`config.mk`:
```
export PLATFORM = sky130hd
export DESIGN_NAME = uart_tx_fifo
export DESIGN_NICKNAME = d
export VERILOG_FILES = /design/src/rtl/uart_tx_fifo.sv
export SDC_FILE = /design/constraint.sdc
export NUM_CORES = 1
export LEC_CHECK = 0
export CORE_UTILIZATION = 35
export DETAILED_ROUTE_END_ITERATION = 10
export MAX_ROUTING_LAYER = met4
export PLACE_DENSITY_LB_ADDON = 0.25
export SLEW_MARGIN = 10
export SYNTH_ARGS = -nofsm -noshare
export SYNTH_HDL_FRONTEND = slang
export SYNTH_SLANG_ARGS = --single-unit
```
`constraint.sdc`:
```
create_clock -name i_clk -period 6.7 [get_ports i_clk]
set_input_delay 2.01 -clock i_clk [delete_from_list [all_inputs] [get_ports i_clk]]
set_output_delay 2.01 -clock i_clk [all_outputs]
set_load 0.01 [all_outputs]
```
`src/rtl/uart_tx_fifo.sv`:
```
// UART transmitter with a small TX FIFO and a configurable frame format.
// Words are accepted with valid/ready and sent back-to-back, LSB first.
module uart_tx_fifo #(
  parameter int CLK_FREQ_HZ = 50_000_000,
  parameter int BAUD_RATE   = 57600,
  parameter int DATA_BITS   = 8,
  parameter int PARITY      = 0,
  parameter int STOP_BITS   = 1,
  parameter int FIFO_DEPTH  = 4
) (
  input  logic                        i_clk,
  input  logic                        i_rst,
  input  logic [DATA_BITS-1:0]        i_data,
  input  logic                        i_valid,
  output logic                        o_ready,
  output logic                        o_uart_tx,
  output logic                        o_busy,
  output logic [$clog2(FIFO_DEPTH):0] o_level
);

  localparam int DIV = CLK_FREQ_HZ / BAUD_RATE;
  localparam int CW  = ($clog2(DIV) < 32'sd1) ? 32'sd1 : $clog2(DIV);
  localparam int PW  = $clog2(FIFO_DEPTH);
  localparam int LW  = PW + 32'sd1;
  localparam int BW  = $clog2(DATA_BITS);

  localparam logic [CW-1:0] CNT_RELOAD = CW'(DIV - 32'sd1);
  localparam logic [BW-1:0] LAST_DATA  = BW'(DATA_BITS - 32'sd1);
  localparam logic [BW-1:0] LAST_STOP  = BW'(STOP_BITS - 32'sd1);
  localparam logic [LW-1:0] LVL_FULL   = LW'(FIFO_DEPTH);

  if (DIV < 32'sd2) begin : g_bad_div
    $error("uart_tx_fifo: CLK_FREQ_HZ/BAUD_RATE must be at least 2");
  end
  if ((DATA_BITS < 32'sd5) || (DATA_BITS > 32'sd9)) begin : g_bad_data_bits
    $error("uart_tx_fifo: DATA_BITS must be 5..9");
  end
  if ((PARITY < 32'sd0) || (PARITY > 32'sd2)) begin : g_bad_parity
    $error("uart_tx_fifo: PARITY must be 0, 1 or 2");
  end
  if ((STOP_BITS != 32'sd1) && (STOP_BITS != 32'sd2)) begin : g_bad_stop
    $error("uart_tx_fifo: STOP_BITS must be 1 or 2");
  end
  if ((FIFO_DEPTH < 32'sd2) || ((FIFO_DEPTH & (FIFO_DEPTH - 32'sd1)) != 32'sd0)) begin : g_bad_depth
    $error("uart_tx_fifo: FIFO_DEPTH must be a power of two >= 2");
  end

  typedef enum logic [2:0] {
    S_IDLE   = 3'd0,
    S_START  = 3'd1,
    S_DATA   = 3'd2,
    S_PARITY = 3'd3,
    S_STOP   = 3'd4
  } state_e;

  // Odd parity makes the total count of ones (data + parity) odd.
  function automatic logic parity_bit(input logic [DATA_BITS-1:0] word);
    logic even_s;
    even_s = ^word;
    if (PARITY == 32'sd1) begin
      parity_bit = ~even_s;
    end else begin
      parity_bit = even_s;
    end
  endfunction

  state_e                state_q, state_d;
  logic [CW-1:0]         cnt_q, cnt_d;
  logic [BW-1:0]         bit_q, bit_d;
  logic [DATA_BITS-1:0]  shift_q, shift_d;
  logic                  par_q, par_d;
  logic                  tx_q, tx_d;
  logic                  busy_q, busy_d;
  logic                  ready_q, ready_d;
  logic [LW-1:0]         level_q, level_d;
  logic [PW-1:0]         wr_ptr_q, wr_ptr_d;
  logic [PW-1:0]         rd_ptr_q, rd_ptr_d;
  logic [DATA_BITS-1:0]  mem_q [FIFO_DEPTH];
  logic [DATA_BITS-1:0]  mem_d [FIFO_DEPTH];

  logic                  push_s;
  logic                  pop_s;
  logic                  bit_end_s;
  logic                  not_empty_s;
  logic [DATA_BITS-1:0]  head_s;

  // Frame sequencer, baud counter and FIFO bookkeeping.
  always_comb begin
    state_d     = state_q;
    bit_d       = bit_q;
    shift_d     = shift_q;
    par_d       = par_q;
    tx_d        = tx_q;
    pop_s       = 1'b0;
    push_s      = i_valid & ready_q;
    bit_end_s   = (cnt_q == {CW{1'b0}});
    not_empty_s = (level_q != {LW{1'b0}});
    head_s      = mem_q[rd_ptr_q];

    if ((state_q != S_IDLE) && !bit_end_s) begin
      cnt_d = cnt_q - CW'(1);
    end else begin
      cnt_d = cnt_q;
    end

    case (state_q)
      S_IDLE: begin
        if (not_empty_s) begin
          pop_s = 1'b1;
        end else begin
          tx_d = 1'b1;
        end
      end
      S_START: begin
        if (bit_end_s) begin
          state_d = S_DATA;
          cnt_d   = CNT_RELOAD;
          bit_d   = {BW{1'b0}};
          tx_d    = shift_q[0];
        end else begin
          state_d = S_START;
        end
      end
      S_DATA: begin
        if (bit_end_s) begin
          cnt_d = CNT_RELOAD;
          if (bit_q == LAST_DATA) begin
            if (PARITY != 32'sd0) begin
              state_d = S_PARITY;
              tx_d    = par_q;
            end else begin
              state_d = S_STOP;
              bit_d   = {BW{1'b0}};
              tx_d    = 1'b1;
            end
          end else begin
            bit_d   = bit_q + BW'(1);
            shift_d = {1'b0, shift_q[DATA_BITS-1:1]};
            tx_d    = shift_q[1];
          end
        end else begin
          state_d = S_DATA;
        end
      end
      S_PARITY: begin
        if (bit_end_s) begin
          state_d = S_STOP;
          cnt_d   = CNT_RELOAD;
          bit_d   = {BW{1'b0}};
          tx_d    = 1'b1;
        end else begin
          state_d = S_PARITY;
        end
      end
      S_STOP: begin
        if (bit_end_s) begin
          if (bit_q == LAST_STOP) begin
            if (not_empty_s) begin
              pop_s = 1'b1;
            end else begin
              state_d = S_IDLE;
              tx_d    = 1'b1;
            end
          end else begin
            bit_d = bit_q + BW'(1);
            cnt_d = CNT_RELOAD;
          end
        end else begin
          state_d = S_STOP;
        end
      end
      default: begin
        state_d = S_IDLE;
        tx_d    = 1'b1;
      end
    endcase

    // A pop always starts a new frame on the same edge, from IDLE or the last stop bit.
    if (pop_s) begin
      state_d  = S_START;
      cnt_d    = CNT_RELOAD;
      bit_d    = {BW{1'b0}};
      shift_d  = head_s;
      par_d    = parity_bit(head_s);
      tx_d     = 1'b0;
      rd_ptr_d = rd_ptr_q + PW'(1);
    end else begin
      rd_ptr_d = rd_ptr_q;
    end

    mem_d = mem_q;
    if (push_s) begin
      mem_d[wr_ptr_q] = i_data;
      wr_ptr_d        = wr_ptr_q + PW'(1);
    end else begin
      wr_ptr_d        = wr_ptr_q;
    end

    case ({push_s, pop_s})
      2'b10:   level_d = level_q + LW'(1);
      2'b01:   level_d = level_q - LW'(1);
      default: level_d = level_q;
    endcase

    busy_d  = (state_d != S_IDLE);
    ready_d = (level_d != LVL_FULL);
  end

  // State registers; reset forces the line high and empties the FIFO.
  always_ff @(posedge i_clk or negedge i_rst) begin
    if (!i_rst) begin
      state_q  <= S_IDLE;
      cnt_q    <= {CW{1'b0}};
      bit_q    <= {BW{1'b0}};
      shift_q  <= {DATA_BITS{1'b0}};
      par_q    <= 1'b0;
      tx_q     <= 1'b1;
      busy_q   <= 1'b0;
      ready_q  <= 1'b0;
      level_q  <= {LW{1'b0}};
      wr_ptr_q <= {PW{1'b0}};
      rd_ptr_q <= {PW{1'b0}};
      mem_q    <= '{default: {DATA_BITS{1'b0}}};
    end else begin
      state_q  <= state_d;
      cnt_q    <= cnt_d;
      bit_q    <= bit_d;
      shift_q  <= shift_d;
      par_q    <= par_d;
      tx_q     <= tx_d;
      busy_q   <= busy_d;
      ready_q  <= ready_d;
      level_q  <= level_d;
      wr_ptr_q <= wr_ptr_d;
      rd_ptr_q <= rd_ptr_d;
      mem_q    <= mem_d;
    end
  end

  assign o_uart_tx = tx_q;
  assign o_busy    = busy_q;
  assign o_ready   = ready_q;
  assign o_level   = level_q;

endmodule

```
### Word-level counts from Yosys, hierarchy flattened

Cells that the tools add are included.
W data, S select, Z words.

* flip-flop bits (word level): 66
* input port bits: 11

* reductions and logical operators: 17
* order comparisons: 3
* mux-type cells: 46
* bitwise logic cells: 3
* add/subtract/negate cells: 6
* equality and inequality tests: 16

Operators by type and width (number)
* $mux W8: 7
* $mux W10: 5
* $mux W3: 13
* $bwmux W32: 1
* $ne A3 B3 Y1 const B: 7
* $pmux W10 S2: 1
* $bmux W8 S2: 1
* $demux W8 S2: 1
* $pmux W3 S5: 1
* $mux W1: 11
* $logic_not A10 Y1: 1
* $reduce_and A5 Y1: 2
* $sub A10 B1 Y10 const B: 1
* $pmux W3 S3: 1
* $reduce_bool A3 Y1: 3
* $add A3 B1 Y3 const B: 2
* $eq A3 B2 Y1 const B: 2
* $eq A3 B3 Y1 const B: 2
* $ge A3 B3 Y1 const B: 2
* $logic_not A3 Y1: 2
* $not A2 Y3: 2
* $pmux W3 S2: 1
* $pmux W1 S5: 1
* $add A2 B1 Y2 const B: 2
* other kinds (17): 19

### Logic depth before layout (Yosys ltp)

Gate-level depths: netlist (run 1).

* depth after elaboration: 8
* depth in mapped cells: 13

### Least setup slack after synthesis (run 1)

Ideal clock, no wire load.

* path type: input -> register
* start: in i_valid
* end: reg ready_q (netlist: o_ready)
* required time: 6576 ps
* data arrival time: 3321 ps
* path buffers: 1
* library setup time: 124 ps
* stages: 9
* slack: 3254 ps
* cells stage by stage: clkbuf_1 nand2_1 ha_1 inv_1 fa_1 xor2_1 nor2_1 xor2_1 nand2_1

* word-level cells in the longest chain between the ends: 4
* elaborated cells between the ends (all ways): 5

Ends and longest elaborated chain
* start: declaration: RTL line 14 `input logic i_valid,`
* $and A1 B1 Y1 *: RTL line 95 `push_s = i_valid & ready_q;`
* $eq A2 B1 Y1 / $eq A2 B2 Y1 (equally long branches): RTL line 199 `case ({push_s, pop_s})`
* $pmux W3 S2 *: RTL line 199
* net level_d[2]: RTL line 75 `logic [LW-1:0] level_q, level_d;`
* $ne A3 B3 Y1 *: RTL line 206 `ready_d = (level_d != LVL_FULL);`
* net ready_d: RTL line 74 `logic ready_q, ready_d;`
* end signal: assignment: RTL line 232 `ready_q <= ready_d;`
* end: declaration: RTL line 74

The timed path passes the listed nets; every way through them passes the cells marked *.
A chain may end at the register's enable or synchronous reset.

### Worst setup path in the final report (run 1)

Ends and elaborated chain as after synthesis.

==> flow_summary.toml, run 1 <==
[worst_setup_path]
cp-end-kind = "flop"
rr_worst_depth = 12
critPathKind = "in2reg"
r2r-end = "o_ready"
start_kind = "input pin"
endpoint = "o_ready"
critPathRequiredTime_ps = 6930
timing.rr.start = "cnt_q[0]"
arrival_ps = 3790
critPathLaunch = "i_valid"
crit_fanout = 5
ff2ff_setup_slack_ps = 3440

[power]
p_int_mw = 1.09
share_comb_of_total_power_pct = 33.6
seqPwrFrac_pct = 44.7
swShare_pct = 31.9
fin_total_pwr_mw = 1.60
switchingPower_mw = 0.510
ir_drop_mv = 0.187
leakage_nw = 1.56
clkPwrFrac_pct = 21.6
powerDensity_nw_per_um2 = 427

[layout]
nets = 313
diodes = 0
drive_gt1_share_pct = 25.0
area_delta_synth_final_pct = 13.7
final_area_um2 = 3750
fillers = 893

[die]
die_area_um2 = 9820
fp-row-count = 35
die_h_um = 99.1
design.core.area_um2 = 9200
die_x_um = 99.1
start_util_pct = 35.9
ios = 17

[cts]
cts.sink_count = 66
clk_pin_slew_ps = 80
post_cts_buffers = 0
postCtsHoldBufs = 0
numCtsBuffers = 9
cts.repair.resized = 0
cts_tree = "built"
htreeDepth = 3
clock_path_buffers = 2
cts_root_buffer = "clkbuf_8"
clock_latency_ps = 350

[grt]
grt_usage_pct = 14.7
antenna_found_initial = 0
grt-ovfl-total = 0
grt_max_degree = 67
grt_pass1_vias = 2154
grt_pass1_wl_um = 10800

[routing]
drt-met1-wl_um = 2980
drtPass1Iterations = 4
routedWlPerCell_um = 15.2
dr_wl_met2_um = 2950
ant_nets = 0
dr_wl_met3_um = 202
drt_wl_total_um = 6180
viasPerCell = 5.10
routed.top_layer = "met4"
vias = 2076
drt_iter0_drc = 77
drcViolationCount = 0

[yosys]
synthFlopType = "dfrtp_1"
yosysMostFrequentCell = "dfrtp_1"
syn_area_um2 = 3300
netlist.area_leader.share_pct = 49.3
synth_nets = 294
synth_cell_type_count = 44
synth_area_leaders = "dfrtp_1 (49%), mux2_2 (11%), mux4_4 (5.3%), ha_1 (3.8%), xor2_1 (2.9%)"
synth_top_area_cell = "dfrtp_1"
yosys_warnings = 0
async_flop_share_pct = 100
synth_cells = 272
synth-seq-cells = 66
synthTopCellsByCount = "dfrtp_1 (65), mux2_2 (33), nand2_1 (22)"
synth_edf_count = 0
yosysSeqAreaShare_pct = 50.1
syn_avg_cell_area_um2 = 12.1

[placed_design]
place_area_um2 = 3540
place.gp.congestion = 0.835
numPortBuffers = 16
hpwl_um = 4120
dpl_worst_slack_ps = 2760

[sta]
finalCritPeriodShare_pct = 53.2
drv_slew = 0
fin_ws_ps = 3130
hold_violations = 0
fin_skew_ps = 12.9
fin_crit_ps = 3570
relSlewSlack_pct = 43.9
finalSetupViolCount = 0
rsz0062_at_grt = "false"
tightest_slew_ps = 842
setup_tns_ps = 0
fmax_mhz = 280

[status]
outcome = "completed"

[worst_hold_path]
hp-class = "reg2reg"

[flow_run]
drv_cap = 0
-- final cells by class --
type	count	area, um^2	area share (%)
Clock buffer	11	141	3.77
Tap cell	111	139	3.70
Inverter	11	41.3	1.10
Clock inverter	5	63.8	1.70
Sequential cell	66	1650	44.1
Timing Repair Buffer	17	163	4.34
Multi-Input combinational cell	186	1550	41.3
-- flip-flops by register name (all words and copies together), names as in the netlist, 2 cells and up --
| signal | flops |
|---|---|
| shift_q | 8 |
| state_q | 3 |
| cnt_q | 10 |
| bit_q | 3 |
| wr_ptr_q | 2 |
| o_level | 3 |
| rd_ptr_q | 2 |
| mem_q | 32 |
-- kinds of logic (layout without fill, tap and decap cells) --
kind of cell    count (synthesis)  count (layout)  share of synthesized area, %
xor+xnor                       15              15                          3.98
simple gates                   72              72                          11.0
fa+ha+maj                      11              11                          4.40
buf+inv                        20              44                          2.96
mux                            42              42                          17.6
compound gates                 46              46                          9.94
flops                          66              66                          50.1
-- cell usage in the layout (no fill, tap or decap), types with 2 or more instances in the layout --
| master | Yosys | final |
|---|---|---|
| a21oi_1 | 9 | 9 |
| a2bb2oi_1 | 7 | 7 |
| a31oi_1 | 2 | 2 |
| clkbuf_8 | 0 | 10 |
| clkdlybuf4s50_1 | 0 | 15 |
| clkinv_4 | 0 | 3 |
| dfrtp_1 | 65 | 65 |
| ha_1 | 10 | 10 |
| inv_1 | 11 | 11 |
| mux2_2 | 33 | 33 |
| mux4_4 | 7 | 7 |
| nand2_1 | 22 | 22 |
| nand3_1 | 10 | 10 |
| nor2_1 | 16 | 16 |
| nor3_1 | 7 | 7 |
| nor4_1 | 2 | 2 |
| o21a_1 | 3 | 3 |
| o21ai_0 | 9 | 9 |
| o22ai_1 | 8 | 8 |
| or2b_2 | 3 | 3 |
| or3b_2 | 2 | 2 |
| or4_4 | 2 | 2 |
| xnor2_1 | 4 | 4 |
| xor2_1 | 11 | 11 |
-- worst min path at each step --
stage | from | to | slack [ps] | depth (start not counted)
finish | mem_q[28] | mem_q[28] | 510 | 1
global route | mem_q[25] | mem_q[25] | 520 | 1
CTS | mem_q[8] | mem_q[8] | 510 | 1
detailed placement | mem_q[8] | mem_q[8] | 490 | 1
global placement | mem_q[28] | mem_q[28] | 480 | 1
floorplan | mem_q[15] | mem_q[15] | 470 | 1
-- metrics by stage --
step	hold WS, ps	util (%)	std cells
6_report	507	40.8	407
5_1_grt	521	40.8	407
4_1_cts	509	40.8	407
3_5_place_dp	490	38.5	391
3_3_place_gp	482	38.5	391
2_1_floorplan	474	-	272
-- power groups by stage --
stage | logic (mW) | registers (mW) | clock network (mW)
after global routing | 0.599 | 0.745 | 0.377
final | 0.539 | 0.716 | 0.346
after floorplan | 0.451 | 0.669 | 0
after CTS | 0.547 | 0.718 | 0.355
after global placement | 0.536 | 0.720 | 0
after detailed placement | 0.545 | 0.726 | 0
-- worst max-delay path: stages --
cell             delay, ps
clkdlybuf4s50_1        480
nand2_1                170
ha_1                   200
inv_1                   60
fa_1                   370
xor2_1                 150
nor2_1                 110
xor2_1                 180
nand2_1                 60
-- per-layer routing --
layer | up-vias | GRT usage, %
li1 | 1011 | -
met1 | 1027 | 18.1
met2 | 29 | 23.2
met3 | 9 | 4.68
met4 | 0 | 4.07
met5 | - | -
(Power assumes the default switching activity.)
==> inputs of run 2 (changes only) <==
Clock period 6.7 ns to 3.4 ns, I/O delays scaled along.
==> run 2 against run 1 <==
Effect of this change:
- combinational power increased by 97%
- final cell count rose by 0.25%
- clock power is 73% higher
- global-route usage about the same
- via count grew 0.63%
- clock skew fell by 6.9 ps
- register-to-register slack got worse by 3100 ps
- die area unchanged
- routed wire length shrank 1.5%
- core utilization is 0.22 points lower
- sequential share of layout area up 0.24 points
- setup slack got worse by 2800 ps
==> flow_summary.toml, run 2 (synthesis results as in run 1) <==
[worst_setup_path]
critPathKind = "reg2reg"
critical_path.top_delay_family = "simple AND/OR/NAND/NOR gates"
critical_path_buf_inv_count = 2
path_cells = "inv_1 > ha_1 > or2b_2 > or4_4 > a21oi_2 > ha_1 > inv_1 > fa_1 > xor2_1 > nor2_1 > xor2_1 > nand2_1"
cp-end-kind = "flop"
critPathRequiredTime_ps = 3630
crit_fanout = 6
timing.rr.start = "cnt_q[0]"
critPathLaunch = "cnt_q[0]"
start_kind = "flop"
arrival_ps = 3290
critPathMaxStageDelay_ps = 590
crit_slowest_cell = "or4_4"

[status]
outcome = "completed"

[die]
design.core.area_um2 = 9200
start_util_pct = 35.9
fp-row-count = 35
die_h_um = 99.1
ios = 17
die_area_um2 = 9820
die_x_um = 99.1

[layout]
multi_input_comb_area_um2 = 1550
diodes = 0
final_cell_mix = "dfrtp_1 (65), mux2_2 (33), nand2_1 (22), nor2_1 (16), clkdlybuf4s50_1 (15)"
biggestRegsByFlops = "mem_q: 32 flops, cnt_q: 10 flops, shift_q: 8 flops"
area_delta_synth_final_pct = 13.1
stdcell_count = 408
largest_reg_flops = 32
final_common_cell = "dfrtp_1"
nets = 314
seqCellArea_um2 = 1650
fillers = 891
largest-register = "mem_q"
final_area_um2 = 3730
fin_util_pct = 40.5
drive_gt1_share_pct = 25.6

[routing]
drt_wl_total_um = 6090
vias = 2089
drt_iter0_drc = 78
drtPass1Iterations = 5
viasPerCell = 5.12
routedWlPerCell_um = 14.9
ant_nets = 0
drcViolationCount = 0

[grt]
grt_usage_pct = 14.6
grt_pass1_vias = 2173
grt-ovfl-total = 0
antenna_found_initial = 0
grt_pass1_wl_um = 10600
grt_max_degree = 67

[placed_design]
place_area_um2 = 3550
dpl_worst_slack_ps = 364
place.gp.congestion = 0.831
hpwl_um = 4150
numPortBuffers = 16
dp_cells = 392

[power]
leakage_nw = 1.55
ir_drop_mv = 0.397
powerDensity_nw_per_um2 = 825
fin_total_pwr_mw = 3.08

[cts]
cts_root_buffer = "clkbuf_8"
clk_pin_slew_ps = 80
cts.sink_count = 66
htreeDepth = 3
post_cts_buffers = 0
postCtsHoldBufs = 0
cts.repair.resized = 0
clock_latency_ps = 350
numCtsBuffers = 9
cts_tree = "built"
clock_path_buffers = 2

[sta]
tightest_slew_ps = 852
holdWs_ps = 508
fin_skew_ps = 6.02
fin_crit_ps = 3060
finalSetupViolCount = 0
drv_slew = 0
setup_tns_ps = 0
relSlewSlack_pct = 43.2
finalCritPeriodShare_pct = 90.0
fin_ws_ps = 340
rsz0062_at_grt = "false"
hold_violations = 0
fmax_mhz = 327

[flow_run]
drv_cap = 0

[worst_hold_path]
hp-class = "reg2reg"
hold_start = "mem_q[21]"
run 2: cell types whose count changed in the layout (fill, tap and decap cells not counted), sizes merged:
| cell | delta |
|---|---|
| clkinv | -1 |
| clkinvlp | +2 |
| bufinv | -1 |
| inv | +2 |
| clkbuf | -2 |
| buf | +1 |
run 2: cell type report:
cell class	count	share of cell area (%)
tap	111	3.72
inverter	11	1.11
sequential	66	44.3
multi-input combinational	186	41.5
clock buffer	9	3.32
timing repair buffer	18	4.56
clock inverter	7	1.44
run 2: worst paths after layout:
path	slack [ps]	endpoint	depth (start not counted)
max	340	o_ready	12
min	510	mem_q[21]	1
max reg2reg	340	o_ready	12
min reg2reg	510	mem_q[21]	1
max in group asynchronous	1990	wr_ptr_q[1]	2
min in group asynchronous	840	bit_q[2]	2
run 2: per-layer routing:
metal | vias up | GRT usage (%) | wire (um)
met2 | 29 | 22.2 | 2880
met4 | 0 | 6.90 | 146
met5 | - | - | 0
met3 | 15 | 4.18 | 195
met1 | 1029 | 18.1 | 2870
li1 | 1016 | - | -
run 2: where the power goes:
part	switching, mW	internal, mW	total (mW)	leakage (nW)
sequential	0.282	1.14	1.42	0.778
combinational	0.408	0.653	1.06	0.692
clock	0.329	0.269	0.598	0.0822
total	1.02	2.06	3.08	1.55
